==> src/rtl/alu_pkg.sv <==
// Purpose : shared opcodes and sequencer state type for the 4-bit ALU block.
// Latency : n/a (declarations only).
// Backpr. : n/a.
package alu_pkg;

  localparam logic [2:0] OP_ADD = 3'b000;
  localparam logic [2:0] OP_SUB = 3'b001;
  localparam logic [2:0] OP_NOT = 3'b010;
  localparam logic [2:0] OP_AND = 3'b011;
  localparam logic [2:0] OP_OR  = 3'b100;
  localparam logic [2:0] OP_XOR = 3'b101;
  localparam logic [2:0] OP_CMP = 3'b110;
  localparam logic [2:0] OP_EQ  = 3'b111;

  typedef enum logic [1:0] {
    ST_IDLE  = 2'd0,
    ST_DRIVE = 2'd1,
    ST_DONE  = 2'd2
  } seq_state_t;

endpackage

==> src/rtl/alu_ref.sv <==
// Purpose : combinational golden model of the 4-bit ALU.
// Latency : 0 cycles (pure combinational).
// Backpr. : none.
// Ports   : a, b (operands), ctrl (opcode) in; res, car, of out.
module alu_ref
  import alu_pkg::*;
(
  input  logic [3:0] a,
  input  logic [3:0] b,
  input  logic [2:0] ctrl,
  output logic [3:0] res,
  output logic       car,
  output logic       of
);

  logic [3:0] w_neg_b;
  logic [4:0] w_sum;

  always_comb begin
    w_neg_b = ~b + 4'd1;
    w_sum   = 5'd0;
    res     = 4'd0;
    car     = 1'b0;
    of      = 1'b0;
    case (ctrl)
      OP_ADD: begin
        w_sum = {1'b0, a} + {1'b0, b};
        res   = w_sum[3:0];
        car   = w_sum[4];
        of    = (a[3] == b[3]) && (w_sum[3] != a[3]);
      end
      OP_SUB: begin
        // Overflow intentionally compares against b's sign, not the negated b.
        w_sum = {1'b0, a} + {1'b0, w_neg_b};
        res   = w_sum[3:0];
        car   = w_sum[4];
        of    = (a[3] == b[3]) && (w_sum[3] != a[3]);
      end
      OP_NOT: res = ~a;
      OP_AND: res = a & b;
      OP_OR:  res = a | b;
      OP_XOR: res = a ^ b;
      OP_CMP: begin
        // Sign bits decide first; equal signs fall back to unsigned compare.
        if (!a[3] && b[3])      res = 4'd0;
        else if (a[3] && !b[3]) res = 4'd1;
        else                    res = (a < b) ? 4'd0 : 4'd1;
      end
      OP_EQ:  res = (a == b) ? 4'd0 : 4'd1;
      default: res = 4'd0;
    endcase
  end

endmodule

==> src/rtl/alu_seq.sv <==
// Purpose : operand sequencer + result checker driving a 4-bit combinational ALU.
// Latency : single run: done 1 cycle after start; sweep: done 256 cycles after start.
// Backpr. : none; go is ignored while a run is in progress.
// Ports   : clk/rst; go, mode, sw_a/sw_b/sw_ctrl (run request); alu_a/alu_b/alu_ctrl out and
//           alu_res/alu_car/alu_of in (ALU link); res_q/car_q/of_q, busy, done,
//           car_cnt/of_cnt/err_cnt, err_seen, err_first (run status and self-test results).
module alu_seq
  import alu_pkg::*;
#(
  parameter int CNT_W = 9
) (
  input  logic             clk,
  input  logic             rst,
  input  logic             go,
  input  logic             mode,
  input  logic [3:0]       sw_a,
  input  logic [3:0]       sw_b,
  input  logic [2:0]       sw_ctrl,
  output logic [3:0]       alu_a,
  output logic [3:0]       alu_b,
  output logic [2:0]       alu_ctrl,
  input  logic [3:0]       alu_res,
  input  logic             alu_car,
  input  logic             alu_of,
  output logic [3:0]       res_q,
  output logic             car_q,
  output logic             of_q,
  output logic             busy,
  output logic             done,
  output logic [CNT_W-1:0] car_cnt,
  output logic [CNT_W-1:0] of_cnt,
  output logic [CNT_W-1:0] err_cnt,
  output logic             err_seen,
  output logic [7:0]       err_first
);

  seq_state_t       r_state;
  seq_state_t       w_nxt_state;
  logic             r_go_d;
  logic             r_mode;
  logic [3:0]       r_a;
  logic [3:0]       r_b;
  logic [2:0]       r_ctrl;
  logic [3:0]       r_res;
  logic             r_car;
  logic             r_of;
  logic [CNT_W-1:0] r_car_cnt;
  logic [CNT_W-1:0] r_of_cnt;
  logic [CNT_W-1:0] r_err_cnt;
  logic             r_err_seen;
  logic [7:0]       r_err_first;

  logic             w_start;
  logic             w_last;
  logic             w_mis;
  logic [3:0]       w_ref_res;
  logic             w_ref_car;
  logic             w_ref_of;

  alu_ref u_ref (
    .a    (r_a),
    .b    (r_b),
    .ctrl (r_ctrl),
    .res  (w_ref_res),
    .car  (w_ref_car),
    .of   (w_ref_of)
  );

  assign w_last = (r_a == 4'hF) && (r_b == 4'hF);
  assign w_mis  = (alu_res != w_ref_res) || (alu_car != w_ref_car) || (alu_of != w_ref_of);

  always_ff @(posedge clk or posedge rst) begin
    if (rst) r_state <= ST_IDLE;
    else     r_state <= w_nxt_state;
  end

  always_comb begin
    w_nxt_state = r_state;
    w_start     = 1'b0;
    case (r_state)
      ST_IDLE: begin
        if (go && !r_go_d) begin
          w_start     = 1'b1;
          w_nxt_state = ST_DRIVE;
        end
      end
      ST_DRIVE: if (!r_mode || w_last) w_nxt_state = ST_DONE;
      ST_DONE:  w_nxt_state = ST_IDLE;
      default:  w_nxt_state = ST_IDLE;
    endcase
  end

  always_ff @(posedge clk or posedge rst) begin
    if (rst) begin
      // go_d resets high so a go held through reset release is not a start.
      r_go_d      <= 1'b1;
      r_mode      <= 1'b0;
      r_a         <= 4'd0;
      r_b         <= 4'd0;
      r_ctrl      <= 3'd0;
      r_res       <= 4'd0;
      r_car       <= 1'b0;
      r_of        <= 1'b0;
      r_car_cnt   <= '0;
      r_of_cnt    <= '0;
      r_err_cnt   <= '0;
      r_err_seen  <= 1'b0;
      r_err_first <= 8'd0;
    end else begin
      r_go_d <= go;
      if (w_start) begin
        r_mode      <= mode;
        r_ctrl      <= sw_ctrl;
        r_a         <= mode ? 4'd0 : sw_a;
        r_b         <= mode ? 4'd0 : sw_b;
        r_car_cnt   <= '0;
        r_of_cnt    <= '0;
        r_err_cnt   <= '0;
        r_err_seen  <= 1'b0;
        r_err_first <= 8'd0;
      end else if (r_state == ST_DRIVE) begin
        r_res <= alu_res;
        r_car <= alu_car;
        r_of  <= alu_of;
        if (alu_car) r_car_cnt <= r_car_cnt + CNT_W'(1);
        if (alu_of)  r_of_cnt  <= r_of_cnt + CNT_W'(1);
        if (w_mis) begin
          r_err_cnt <= r_err_cnt + CNT_W'(1);
          if (!r_err_seen) begin
            r_err_seen  <= 1'b1;
            r_err_first <= {r_a, r_b};
          end
        end
        // b is the inner loop: one 8-bit increment carries b's wrap into a.
        // Operands hold at (15,15) once the final pair has been captured.
        if (r_mode && !w_last) {r_a, r_b} <= {r_a, r_b} + 8'd1;
      end
    end
  end

  assign alu_a     = r_a;
  assign alu_b     = r_b;
  assign alu_ctrl  = r_ctrl;
  assign res_q     = r_res;
  assign car_q     = r_car;
  assign of_q      = r_of;
  assign busy      = (r_state != ST_IDLE);
  assign done      = (r_state == ST_DONE);
  assign car_cnt   = r_car_cnt;
  assign of_cnt    = r_of_cnt;
  assign err_cnt   = r_err_cnt;
  assign err_seen  = r_err_seen;
  assign err_first = r_err_first;

endmodule

==> config.mk <==
export PLATFORM = sky130hd
export DESIGN_NAME = alu_seq
export DESIGN_NICKNAME = d
export VERILOG_FILES = /design/src/rtl/alu_pkg.sv /design/src/rtl/alu_ref.sv /design/src/rtl/alu_seq.sv
export SDC_FILE = /design/constraint.sdc
export NUM_CORES = 1
export LEC_CHECK = 0
export ABC_AREA = 1
export CORE_ASPECT_RATIO = 1.75
export CORE_MARGIN = 5
export CORE_UTILIZATION = 52
export DETAILED_ROUTE_END_ITERATION = 8
export GPL_TIMING_DRIVEN = 0
export PLACE_DENSITY = 0.89
export SLEW_MARGIN = 20
export SYNTH_ARGS = -nofsm -noshare
export SYNTH_HDL_FRONTEND = slang
export SYNTH_HIERARCHICAL = 1
export SYNTH_SLANG_ARGS = --single-unit
==> constraint.sdc <==
create_clock -name clk -period 3.05 [get_ports clk]
set_input_delay 0.61 -clock clk [delete_from_list [all_inputs] [get_ports clk]]
set_output_delay 0.61 -clock clk [all_outputs]
set_load 0.01 [all_outputs]
Word-level counts from Yosys, hierarchy flattened

Cells that the tools add are included.

Add/sub/neg operators: 7
Order comparisons: 1
Eq/ne operators: 21
Muxes and demuxes: 36
Bitwise logic cells: 6
Reduce and logical (&&, ||, !) cells: 30

Operator list:

| cell                                           | number |
|---|---|
| two-way mux 9 bit                              | 9 |
| two-way mux 4 bit                              | 10 |
| two-way mux 8 bit                              | 4 |
| case mux 4 bit (8 select lines)                | 1 |
| adder 9 x 1 -> 9 bit (second input constant)   | 3 |
| == test 3 bit (second input constant)          | 4 |
| AND reduction 2 bit                            | 6 |
| nonzero test 2 bit                             | 6 |
| adder 4 x 4 -> 5 bit                           | 2 |
| adder 8 x 1 -> 8 bit (second input constant)   | 1 |
| == test 4 bit (second input constant)          | 2 |
| NOT 4 bit                                      | 2 |
| logical AND 1 bit                              | 7 |
| two-way mux 1 bit                              | 7 |
| == test 3 x 2 -> 1 bit (second input constant) | 2 |
| logical NOT 1 bit                              | 5 |
| adder 4 x 1 -> 4 bit (second input constant)   | 1 |
| bitwise AND 4 bit                              | 1 |
| == test 4 bit                                  | 1 |
| < comparator 4 bit                             | 1 |
| two-way mux 2 bit                              | 2 |
| != test 1 bit                                  | 4 |
| != test 2 bit (second input constant)          | 2 |
| != test 4 bit                                  | 1 |
| 14 further kinds                               | 17 |

Flip-flop bits (word level): 57
Input bits: 21
Output and inout bits: 55
Logic and storage cells: 115

Logic depth before layout (Yosys ltp)

Word-level depth: 11
Depth in mapped cells: 20
Mapped depth without buffers: 20

Hierarchy

The synthesis kept the hierarchy.

Modules (own cells, without submodules):

| module  | times used | cells an instance | area each (µm²) | sequential area each (µm²) |
|---|---|---|---|---|
| alu_seq | 1          | 390               | 3029.2          | 1427.6 |
| alu_ref | 1          | 119               | 730.7           | 0.0 |

Worst setup path after synthesis

No wires, ideal clock.

Kind: reg-to-reg
Start point: reg r_b[0] (netlist: alu_b[0])
End point: reg r_err_cnt[4] (netlist: err_cnt[4])
Library setup time: 0.083 ns
Data arrival time: 2.546 ns
Data required time: 2.967 ns
Setup slack: 0.422 ns
Cell stages (with the launch flop): 21
Path buffers: 1
Period minus slack after synthesis: 2.628 ns
Path through: dfrtp_1 inv_1 ha_1 xnor2_1 ha_1 a21oi_1 nand2_1 nand2_1 nand3_2 nand3_1 nand2_1 nor2_1 inv_1 nand2_1 nand2_1 nor2_2 nand3_2 nand2_2 buf_4 nand3_1 o21ai_0

Longest elaborated chain between the ends: 10
Elaborated cells between the ends (all ways): 27
Classes of those cells: add/sub (3); order compare (1); eq/ne (6); mux (7); bitwise (4); reduce/logical (6)

RTL lines:

| element                                | RTL line       | text |
|---|---|---|
| start, declared                        | alu_seq.sv:42  | `logic [3:0] r_b;` |
| start signal, assigned                 | alu_seq.sv:115 | `r_b <= mode ? 4'd0 : sw_b;` |
| start signal, assigned                 | alu_seq.sv:136 | `if (r_mode && !w_last) {r_a, r_b} <= {r_a, r_b} + 8'd1;` |
| NOT 4 bit                              | alu_ref.sv:20  | `w_neg_b = ~b + 4'd1;` |
| adder 4 x 1 -> 4 bit                   | alu_ref.sv:20  |  |
| adder 4 x 4 -> 5 bit                   | alu_ref.sv:34  | `w_sum = {1'b0, a} + {1'b0, w_neg_b};` |
| != test 1 bit                          | alu_ref.sv:37  | `of = (a[3] == b[3]) && (w_sum[3] != a[3]);` |
| logical AND 1 bit                      | alu_ref.sv:37  |  |
| case mux 1 bit (2 select lines) *      | alu_ref.sv:25  | `case (ctrl)` |
| via w_ref_of                           | alu_seq.sv:58  | `logic w_ref_of;` |
| != test 1 bit *                        | alu_seq.sv:70  | `assign w_mis = (alu_res != w_ref_res) \|\| (alu_car != w_ref_car) \|\| (alu_of != w_ref_of);` |
| logical OR 1 bit *                     | alu_seq.sv:70  |  |
| nonzero test 2 bit (no source line) *  | n/a            |  |
| AND reduction 2 bit (no source line) * | n/a            |  |
| end signal, assigned                   | alu_seq.sv:128 | `r_err_cnt <= r_err_cnt + CNT_W'(1);` |
| end, declared                          | alu_seq.sv:49  | `logic [CNT_W-1:0] r_err_cnt;` |

The timed path passes the listed nets; every way through them passes the cells marked *.
A chain may end at the register's enable or synchronous reset.

Final worst setup path

Start point: reg r_b[1] (netlist: alu_b[1])
End point: reg r_err_cnt[8] (netlist: err_cnt[8])

The elaborated chain is that of the path after synthesis.

==> impl_table.tex <==
\begin{tabular}{lr}
\hline
Metric & Value \\
\hline
\multicolumn{2}{l}{\textbf{Outcome}} \\
\quad Outcome & complete, no violations \\
\multicolumn{2}{l}{\textbf{Drt}} \\
\quad Via count & 3772 \\
\quad Post-route DRC violation count & 0 \\
\quad Count of antenna-violating nets left after detailed routing & 0 \\
\quad Length of the first detailed-routing pass in iterations & 5 \\
\quad WL final & 11300 um \\
\quad Number of vias per cell after detailed routing & 5.47 \\
\quad Initial DRC count & 288 \\
\quad Average detailed-routed wire length per instance & 16.3 um \\
\multicolumn{2}{l}{\textbf{Clock tree}} \\
\quad H-Tree Depth & 3 \\
\quad Number of buffers inserted during clock tree synthesis & 9 \\
\quad Clock sink count & 57 \\
\quad Insertion delay of the later-clocked pin in the worst-skew pair & 0.32 ns \\
\quad Maximum buffer depth of the clock tree & 2 \\
\quad Clock transition at the registers of the reported paths & 0.05 ns \\
\quad TritonCTS clock tree & yes \\
\quad Cell at the root of the clock tree & sky130\_fd\_sc\_hd\_\_clkbuf\_16 \\
\multicolumn{2}{l}{\textbf{Yosys}} \\
\quad Cell type with the largest total area after synthesis & sky130\_fd\_sc\_hd\_\_dfrtp\_1 \\
\quad Warnings from Yosys & 6 \\
\quad Mean cell area of the mapped netlist & 7.39 um\^{}2 \\
\quad Post-Syn Area & 3760 um\^{}2 \\
\quad Post-synthesis cell count & 509 \\
\quad Async set-reset flop share out of synthesis & 100\% \\
\quad Post-Syn Nets & 553 \\
\quad Top cell type's share of synthesized area & 37.3\% \\
\quad Largest cells by area after synthesis & sky130\_fd\_sc\_hd\_\_dfrtp\_1, sky130\_fd\_sc\_hd\_\_nand2\_1, sky130\_fd\_sc\_hd\_\_ha\_1, sky130\_fd\_sc\_hd\_\_inv\_1, sky130\_fd\_sc\_hd\_\_nand3\_1 \\
\quad Primary flip-flop cell chosen by synthesis mapping & sky130\_fd\_sc\_hd\_\_dfrtp\_1 \\
\quad Count of cell types in the netlist & 38 \\
\quad Sequential area share after synthesis & 38.0\% \\
\quad Number of synthesized flops with an enable pin & 0 \\
\quad Flip-flop and latch count after synthesis & 57 \\
\multicolumn{2}{l}{\textbf{Critical path}} \\
\quad Critical Path Most Common Cell & sky130\_fd\_sc\_hd\_\_nand2\_1 \\
\quad Series of cell instances along the critical path & inv\_2, ha\_1, xnor2\_1, ha\_1, a21oi\_2, nand2\_1, nand2\_1, nand3\_2, nand3\_1, nand2\_1, nor2\_2, inv\_1, nand2\_1, nand2\_1, nor2\_4, nand3\_4, nand2\_4, buf\_6, nand3\_1, nand2\_1 \\
\quad Cell family with most CP delay & simple AND/OR/NAND/NOR gates \\
\quad Count of buffering cells on the critical path with inverters included & 3 \\
\quad Slowest library cell on the worst path & sky130\_fd\_sc\_hd\_\_dfrtp\_2 \\
\quad WP data required & 3.31 ns \\
\quad CP Max Fanout & 10 \\
\quad Crit Path Class & reg -> reg \\
\quad Arrival time at the worst endpoint & 3.11 ns \\
\quad Highest cell delay on the worst timing path & 0.44 ns \\
\quad Type of element capturing the critical path & register \\
\quad Critical Path Start Type & register \\
\multicolumn{2}{l}{\textbf{Timing}} \\
\quad Crit share post-route & 93.5\% \\
\quad RSZ-0062 raised after global routing & no \\
\quad Transition at the pin with the smallest max-transition slack & 0.705 ns \\
\quad Number of failing setup endpoints in the final timing report & 0 \\
\quad Upper clock frequency limit & 351 MHz \\
\quad Final Hold Violating Endpoints & 0 \\
\quad Final Max Tran Viols & 0 \\
\quad Tmin final & 2.85 ns \\
\quad Slew HR & 53.0\% \\
\quad Final-layout worst hold slack & 0.496 ns \\
\quad Final worst clock skew & 0.00547 ns \\
\multicolumn{2}{l}{\textbf{Flow run}} \\
\quad Maximum capacitance violations & 0 \\
\multicolumn{2}{l}{\textbf{Place}} \\
\quad Count of input and output buffers & 75 \\
\quad Placer congestion estimate & 0.969 \\
\quad HPWL after detailed placement & 8380 um \\
\quad Number of placed instances with taps included & 670 \\
\multicolumn{2}{l}{\textbf{Finish}} \\
\quad Layout cells sized above 1 & 10.1\% \\
\quad NumNets Final & 644 \\
\quad Number of standard cells in the layout, taps in and fillers out & 689 \\
\quad Ant. Diodes & 0 \\
\quad Layout Utilization & 69.3\% \\
\quad Synthesis-to-finish area growth & 31.5\% \\
\multicolumn{2}{l}{\textbf{Power}} \\
\quad Worst ir drop on vdd & 270 uV \\
\quad Power, Total & 2.75 mW \\
\quad Power density over the cells & 557 nW/um\^{}2 \\
\quad Reported leakage power & 2.49 nW \\
\multicolumn{2}{l}{\textbf{Floorplanning}} \\
\quad Count of pins on the block boundary & 76 \\
\quad Row Count & 41 \\
\quad Vert. Die Dim & 122 um \\
\quad Die width & 74.3 um \\
\quad Area of the core & 7130 um\^{}2 \\
\quad Starting Density & 52.7\% \\
\quad Die area & 9100 um\^{}2 \\
\multicolumn{2}{l}{\textbf{Global route}} \\
\quad Largest net degree at the start of global routing & 58 \\
\quad Vias in the first global route & 3846 \\
\quad Total global routing track utilization & 26.2\% \\
\quad Antenna violations before repair & 0 \\
\quad First-pass GRT wire length & 18300 um \\
\quad Overflow left after global routing & 0 \\
\multicolumn{2}{l}{\textbf{Worst hold path}} \\
\quad Classification of the worst-slack hold path & reg -> reg \\
\hline
\end{tabular}
==> synthesized netlist by cell type (all sizes together), types with 3 or more instances <==
cell type  number
a21oi          19
buf            10
dfrtp          56
ha             21
inv            74
nand2         138
nand3          56
nand4          18
nor2           46
nor3           10
o21ai          32
o22ai           3
xnor2           3
xor2            8
==> path summary, 6_finish.rpt <==
kind / slack, ns / cells after the start / start / endpoint
min: 0.50 / 2 / res_q[2]$_DFFE_PP0P_ / res_q[2]$_DFFE_PP0P_
min reg2reg: 0.50 / 2 / res_q[2]$_DFFE_PP0P_ / res_q[2]$_DFFE_PP0P_
max in group asynchronous: 1.78 / 2 / rst / alu_b[0]$_DFFE_PP0P_
max: 0.20 / 20 / alu_b[1]$_DFFE_PP0P_ / err_cnt[8]$_DFFE_PP0P_
max reg2reg: 0.20 / 20 / alu_b[1]$_DFFE_PP0P_ / err_cnt[8]$_DFFE_PP0P_
min in group asynchronous: 0.75 / 2 / rst / err_first[5]$_DFFE_PP0P_
==> cell usage in the layout (no fill, tap or decap), drive strengths merged, types with 3 or more instances in the layout <==
cell type	netlist	final
nand4	18	18
dfrtp	56	56
o21ai	32	32
o22ai	3	3
xnor2	3	3
ha	21	21
a21oi	19	19
nand3	56	56
nor2	46	46
buf	10	15
nand2	138	138
inv	74	74
clkbuf	2	15
nor3	10	10
clkdlybuf4s50	0	75
xor2	8	8
==> cell type report <==
class / instances / area (um^2)
fill: 581 / 2190
multi-input combinational: 365 / 2000
sequential: 57 / 1430
timing repair buffer: 80 / 788
inverter: 75 / 287
clock buffer: 13 / 240
tap: 86 / 108
buffer: 12 / 86.3
clock inverter: 1 / 5.00
==> worst register-to-register path, cell delays in order, from the launching register on <==
cell and delay (ns):
sky130_fd_sc_hd__dfrtp_2 0.44, sky130_fd_sc_hd__inv_2 0.10, sky130_fd_sc_hd__ha_1 0.20, sky130_fd_sc_hd__xnor2_1 0.13
sky130_fd_sc_hd__ha_1 0.39, sky130_fd_sc_hd__a21oi_2 0.17, sky130_fd_sc_hd__nand2_1 0.07, sky130_fd_sc_hd__nand2_1 0.07
sky130_fd_sc_hd__nand3_2 0.10, sky130_fd_sc_hd__nand3_1 0.09, sky130_fd_sc_hd__nand2_1 0.07, sky130_fd_sc_hd__nor2_2 0.09
sky130_fd_sc_hd__inv_1 0.05, sky130_fd_sc_hd__nand2_1 0.05, sky130_fd_sc_hd__nand2_1 0.08, sky130_fd_sc_hd__nor2_4 0.16
sky130_fd_sc_hd__nand3_4 0.11, sky130_fd_sc_hd__nand2_4 0.12, sky130_fd_sc_hd__buf_6 0.15, sky130_fd_sc_hd__nand3_1 0.10
sky130_fd_sc_hd__nand2_1 0.09
==> kinds of logic after synthesis <==
| logic type | after synthesis | share of synthesized area, % |
|---|---|---|
| flops | 57 | 38.0 |
| fa+ha+maj | 23 | 8.05 |
| simple gates | 272 | 33.1 |
| xor+xnor | 11 | 2.56 |
| buf+inv | 87 | 9.75 |
| compound gates | 59 | 8.59 |
==> stage by stage <==
step           worst slack [ns]  cell area, um^2  setup TNS [ns]
5_1_grt                 0.00157             4940               0
2_1_floorplan             0.422             3760               0
3_3_place_gp            0.00915             4620               0
6_report                  0.198             4940               0
4_1_cts                  0.0339             4870               0
3_5_place_dp            -0.0613             4620          -0.299
==> flip-flops by register name, indices dropped and copies added (netlist names) <==
signal,cells
car_q,1
alu_a,4
alu_b,4
alu_ctrl,3
r_state,2
of_q,1
err_cnt,9
car_cnt,9
r_mode,1
res_q,4
err_first,8
of_cnt,9
r_go_d,1
err_seen,1
==> where the power goes <==
group | leakage [nW] | switching (mW) | internal (mW) | total (mW)
clock network | 0.120 | 0.321 | 0.538 | 0.859
logic | 1.69 | 0.386 | 0.416 | 0.802
registers | 0.683 | 0.187 | 0.905 | 1.09
==> layer usage <==
layer  vias up  track usage (%)  share of wire [%]
li1       1822                -                  -
met1      1784             28.2                 36
met2       129             46.9                 55
met4         0             15.8                5.1
met5         -                0                  0
met3        37             3.44                3.9
==> what timing repair did <==
item	CTS	global route
pin swaps	0	2
setup buffers	0	5
hold buffers	0	0
setup endpoints to repair	17	18
gates cloned	0	0
gates resized for setup	2	11
(Power assumes the default switching activity.)
